==> src/rtl/switch_reader_pkg.sv <==
// switch_reader_pkg: shared I/O constants and register word selects for the switch peripheral
package switch_reader_pkg;
    localparam logic [31:0] IO_LED_ADDR = 32'h0000_FF00;
    localparam logic [31:0] IO_SWITCH_ADDR = 32'h0000_FF10;
    typedef enum logic [1:0] {
        REG_LEVEL = 2'd0,
        REG_FLAGS = 2'd1,
        REG_MASK  = 2'd2,
        REG_RSVD  = 2'd3
    } reg_sel_e;
endpackage

==> src/rtl/switch_reader_debounce_cell.sv <==
// debounce_cell: 2-flop synchronizer plus stability counter producing one accepted level
module debounce_cell #(
    parameter int DEBOUNCE_CYCLES = 16
) (
    input  logic clk,
    input  logic reset,
    input  logic raw,
    output logic level,
    output logic rise
);
    localparam int CW = $clog2(DEBOUNCE_CYCLES) + 1;
    logic meta, sync, expire;
    logic [CW-1:0] cnt;
    // rise is the combinational look-ahead of level going 0->1 on this edge
    assign expire = (sync != level) && (cnt == CW'(DEBOUNCE_CYCLES - 1));
    assign rise = expire && sync;
    always_ff @(posedge clk or posedge reset) begin
        if (reset) begin
            meta  <= 1'b0;
            sync  <= 1'b0;
            level <= 1'b0;
            cnt   <= '0;
        end else begin
            meta <= raw;
            sync <= meta;
            if (sync == level) cnt <= '0;
            else if (expire) begin
                level <= sync;
                cnt   <= '0;
            end else cnt <= cnt + CW'(1);
        end
    end
endmodule

==> src/rtl/switch_reader.sv <==
// switch_reader: debounced switch inputs with sticky rising-edge flags, mask and irq on the data bus
module switch_reader
    import switch_reader_pkg::*;
#(
    parameter int WIDTH = 8,
    parameter int DEBOUNCE_CYCLES = 16
) (
    input  logic             clk,
    input  logic             reset,
    input  logic [WIDTH-1:0] raw_in,
    input  logic             MemRead,
    input  logic             MemWrite,
    input  logic [1:0]       Address,
    input  logic [31:0]      Write_data,
    output logic [31:0]      Read_data,
    output logic             irq
);
    logic [WIDTH-1:0] level, rise, flags, mask, clr, flags_next, mask_next, rd_val;
    reg_sel_e sel;
    for (genvar i = 0; i < WIDTH; i++) begin : g_cell
        debounce_cell #(.DEBOUNCE_CYCLES(DEBOUNCE_CYCLES)) u_cell (
            .clk(clk), .reset(reset), .raw(raw_in[i]), .level(level[i]), .rise(rise[i])
        );
    end
    assign sel = reg_sel_e'(Address);
    // a new edge is ORed in after clearing so a simultaneous set always survives
    always_comb begin
        clr = ((MemRead && sel == REG_FLAGS) ? flags : '0)
            | ((MemWrite && sel == REG_FLAGS) ? Write_data[WIDTH-1:0] : '0);
        flags_next = (flags & ~clr) | rise;
        mask_next = (MemWrite && sel == REG_MASK) ? Write_data[WIDTH-1:0] : mask;
        rd_val = sel == REG_LEVEL ? level : sel == REG_FLAGS ? flags : sel == REG_MASK ? mask : '0;
        Read_data = MemRead ? 32'(rd_val) : 32'd0;
    end
    always_ff @(posedge clk or posedge reset) begin
        if (reset) begin
            flags <= '0;
            mask  <= '0;
            irq   <= 1'b0;
        end else begin
            flags <= flags_next;
            mask  <= mask_next;
            irq   <= |(flags_next & mask_next);
        end
    end
endmodule

==> config.mk <==
export PLATFORM = sky130hd
export DESIGN_NAME = switch_reader
export DESIGN_NICKNAME = d
export VERILOG_FILES = /design/src/rtl/switch_reader_pkg.sv /design/src/rtl/switch_reader_debounce_cell.sv /design/src/rtl/switch_reader.sv
export SDC_FILE = /design/constraint.sdc
export NUM_CORES = 1
export LEC_CHECK = 0
export CAP_MARGIN = 10
export CELL_PAD_IN_SITES_DETAIL_PLACEMENT = 1
export CELL_PAD_IN_SITES_GLOBAL_PLACEMENT = 2
export CORE_ASPECT_RATIO = 0.8
export CORE_UTILIZATION = 32
export DETAILED_ROUTE_END_ITERATION = 6
export PLACE_DENSITY_LB_ADDON = 0.1
export SYNTH_ARGS = -nofsm -noshare
export SYNTH_HDL_FRONTEND = slang
export SYNTH_SLANG_ARGS = --single-unit
==> constraint.sdc <==
create_clock -name clk -period 3.19 [get_ports clk]
set_clock_uncertainty 0.1 [all_clocks]
set_input_delay 0.638 -clock clk [delete_from_list [all_inputs] [get_ports clk]]
set_output_delay 0.638 -clock clk [all_outputs]
set_load 0.05 [all_outputs]
**Word level (Yosys, flattened, before mapping)**

Index checks and enable logic that the tools add are counted.

- $add $sub $neg: 8
- Reductions and logical operators: 29
- Bitwise logic cells: 13
- Equal/unequal tests: 26
- Multiplexer cells: 23

Operators by type and width:

| kind | count |
|---|---|
| 5-bit two-way mux | 16 |
| 8-bit two-way mux | 7 |
| 5-bit by 1-bit adder with 5-bit output, second input constant | 8 |
| 5-bit by 4-bit == test with 1-bit output, second input constant | 8 |
| 1-bit logical AND | 19 |
| 8-bit bitwise AND | 2 |
| 8-bit bitwise OR | 2 |
| 2-bit AND reduction | 8 |
| 1-bit == test | 8 |
| 1-bit != test | 8 |
| 1-bit NOT | 8 |
| 8-bit NOT | 1 |
| 8-bit OR reduction | 1 |
| 2-bit by 1-bit == test with 1-bit output, second input constant | 1 |
| 2-bit == test, second input constant | 1 |
| 2-bit logical NOT | 1 |

- Flip-flop bits (word level): 81
- Input bits: 46
- Word-level logic and storage cells: 134

**Depth between registers and ports, before layout**

- Depth after elaboration: 9
- Mapped depth: 7

**Cells and area by module**

From an unflattened synthesis, not the netlist that was laid out.

- Cell total of the unflattened synthesis: 321
- Area, all modules: 3759.9 sq um

Modules (own cells, without submodules):

| module | cells each | times used | area each (sq um) | sequential area each (sq um) |
|---|---|---|---|---|
| debounce_cell | 25 | 8 | 322.8 | 200.2 |
| switch_reader | 121 | 1 | 1177.4 | 425.4 |

**Worst setup path after synthesis**

No wires, ideal clock.

- Kind: input to output
- From: input port Address[0]
- To: output port Read_data[0]
- Stages on the path: 6
- Buffers on the path: 2
- Data required time: 2.452 ns
- Data arrival time: 1.632 ns
- Path slack: 0.820 ns
- Cell sequence: buf_2 nor2b_2 buf_6 nand2_1 o21ai_0 and2_1

- Word-level cells in the longest chain between the ends: 5

Ends and longest elaborated chain:

| item | line | source |
|---|---|---|
| start: declaration | switch_reader.sv:13 | `input logic [1:0] Address,` |
| 2-bit == test | switch_reader.sv:32 | `rd_val = sel == REG_LEVEL ? level : sel == REG_FLAGS ? flags : sel == REG_MASK ? mask : '0;` |
| 8-bit two-way mux (2 in series) | switch_reader.sv:32 |  |
| 8-bit two-way mux * | switch_reader.sv:32 |  |
| 8-bit two-way mux * | switch_reader.sv:33 | `Read_data = MemRead ? 32'(rd_val) : 32'd0;` |
| end: declaration | switch_reader.sv:15 | `output logic [31:0] Read_data,` |

Mark *: on every way between the ends. The rest lies on a longest branch, timed or not.

**Final worst setup path**

- From: input port Address[0]
- To: output port Read_data[4]

Same word-level chain as after synthesis.

==> metrics.txt <==
Port-buffer cells=30; Pleak=0.00210 µW; R2R depth=5; Post-CTS Setup Inserts=0; Hold WC Path Type=flip-flop to flip-flop; Synth area leaders=dfrtp_1, xor2_1, buf_4, o21ai_0, mux2_4; I/O pin total=79; Starting DRT DRC Count=85; Synth top area share=56.7%; post-route setup TNS=0 ps; Nets=411; routed vias/inst=4.54; top cells by count, synth=dfrtp_1, nor2_1, buf_4, o21ai_0, xor2_1; Peak Freq=356 MHz; Post-DP Area=4080 µm²; Final Hold Violating Endpoints=0; CTS tree=built; final setup vio count=0; post-synth top area cell=dfrtp_1; startpoint types=primary input; adder-cell share of the synthesized area=2.80%; switching share of power=25.4%; share of cells above drive strength 1=10.2%; wire per inst=14.2 µm; row count=34; final instance area=4340 µm²; Core ar.=10900 µm²; Max Cap Violations=0; antenna-violating nets left=0; max_slew headroom=52.5%; Clk pwr share=39.8%; CP startpoint=Address[0]; count leader, synth=dfrtp_1; dpl hpwl=5.02 mm; H-Tree Depth=3; Psw=590 µW; critical path required time=2450 ps; CTS root buf=clkbuf_16; DR DRC count=0; first-pass GRT wire length=12.2 mm; Comb pwr share=12.3%; GRT Total Usage=14.3%; Final Cycle Share=88.1%; final worst path period need=2810 ps; drt pass-1 iters=4; largest net degree at the start of global routing=58; synthesized area=3580 µm²; PwrDens=537 nW/µm²; FF+latch count, synth=81; XOR/XNOR Fraction of Synth Area=5.63%; Die Span Y=96.6 µm; post-synthesis mux area share=5.81%; Post-Synth Simple-Gate Area=11.4%; status=finished, final reports clean; Cell variety after synth=31; Synth Area in Compound Gates=9.87%; largest family of logic cells by synthesized area=simple AND/OR/NAND/NOR gates; async set-reset flop share out of synthesis=100%; Seq/Total Area, Yosys=56.7%; via count=2291; clock insertion delay at the later pin of the skew report=340 ps; Seq pwr share=47.9%; Diodes inserted=0; largest fanout on the critical path=6; CTS Sinks=81; grt ovf=0; Post-CTS Resized=0; Worst Setup EP=Read_data[4]; initial antenna violation count=0; cell count after synthesis=314; Final Max Slew Viols=0; area grow syn2layout=21.2%; vias in the first global route=2335; peak supply drop=297 µV; Initial Util=32.8%; reg2reg setup slack=1380 ps; clock-pin transition on the worst setup and hold timing paths=50 ps; CTS Hold Bufs=0; gpl congestion=0.683; die outline area=11600 µm²; CTS buffer count=9; Worst-Margin Slew=704 ps; EDFF count, synth=0; RSZ-0062 raised after global routing=false; CP Class=primary input to primary output; RR Startpoint=g_cell[0].u_cell.cnt[0]; internal power=1740 µW; die width=120 µm; nature of the critical path endpoint=primary output; Worst EP arrival=2070 ps; Post-Route WL=7.17 mm; dominant synthesized flop cell=dfrtp_1; clk buf depth=2; Synth Warn #=0; Mean Syn Cell Area=11.4 µm²; worst reg2reg path endpoint=irq
==> worst max-delay path: stages <==
cell	delay, ps
clkdlybuf4s50_1	550
buf_4	220
mux2i_1	200
o21ai_0	110
and2_1	200
buf_12	150
==> worst min-delay path by stage <==
stage	start	endpoint	cells past startpoint
3_5_place_dp	g_cell[3].u_cell.meta	g_cell[3].u_cell.sync	0
2_1_floorplan	g_cell[0].u_cell.meta	g_cell[0].u_cell.sync	0
3_3_place_gp	g_cell[7].u_cell.meta	g_cell[7].u_cell.sync	0
4_1_cts	g_cell[3].u_cell.meta	g_cell[3].u_cell.sync	0
5_1_grt	g_cell[0].u_cell.meta	g_cell[0].u_cell.sync	0
6_report	g_cell[3].u_cell.meta	g_cell[3].u_cell.sync	0
==> layout make-up <==
type	instances	area [µm²]
clock buffers	15	258
fillers	1232	6560
inverters	17	65.1
multi-input cells	211	1360
flip-flops and latches	81	2030
well taps	144	180
repair buffers	37	445
==> layout by cell type, fill, tap and decap left out, drive strengths merged <==
cell / count
a21oi: 9
a22oi: 4
and2: 15
and3: 7
buf: 15
clkbuf: 15
clkdlybuf4s50: 22
clkinv: 1
conb: 24
dfrtp: 81
ha: 8
inv: 16
mux2: 9
mux2i: 8
nand2: 12
nand2b: 1
nand3: 15
nand4: 1
nor2: 25
nor2b: 2
nor3: 1
nor3b: 1
o21ai: 31
o31ai: 7
o41ai: 8
xnor2: 2
xor2: 21
==> power groups by stage <==
stage                     registers [µW]  clock network [µW]  logic [µW]
after global placement              1130                   0         287
final                               1120                 925         286
after global routing                1120                1000         316
after detailed placement            1130                   0         290
after CTS                           1120                 962         292
after floorplan                     1130                   0         223
==> stage by stage <==
step / instances / setup WS [ps] / hold slack, ps / total power [µW] / utilization [%]
finish: 505 / 380 / 245 / 2330 / 39.8
global route: 505 / 278 / 254 / 2440 / 39.8
CTS: 505 / 364 / 249 / 2370 / 39.8
detailed placement: 490 / 371 / 236 / 1420 / 37.4
global placement: 490 / 371 / 234 / 1420 / 37.4
floorplan: 337 / 372 / 231 / 1350 / -
==> sequential cells by signal, summed over array words and instances, names as in the netlist <==
name / cells
flags: 8
g_cell.u_cell.cnt: 40
g_cell.u_cell.level: 8
g_cell.u_cell.meta: 8
g_cell.u_cell.sync: 8
irq: 1
mask: 8
==> per-layer routing <==
| metal | vias up | global-route usage (%) | share of wire (%) |
|---|---|---|---|
| li1 | 1113 | - | - |
| met1 | 1129 | 19.3 | 50 |
| met2 | 39 | 20.9 | 44 |
| met3 | 10 | 4.81 | 3.7 |
| met4 | 0 | 5.94 | 1.6 |
| met5 | - | 0 | 0 |
==> cells by family after synthesis <==
logic type      count (synthesis)
mux                            17
buf+inv                        45
compound gates                 59
flops                          81
xor+xnor                       23
other cells                     1
fa+ha+maj                       8
simple gates                   80
Note: power is estimated with default switching activity, not from simulation.
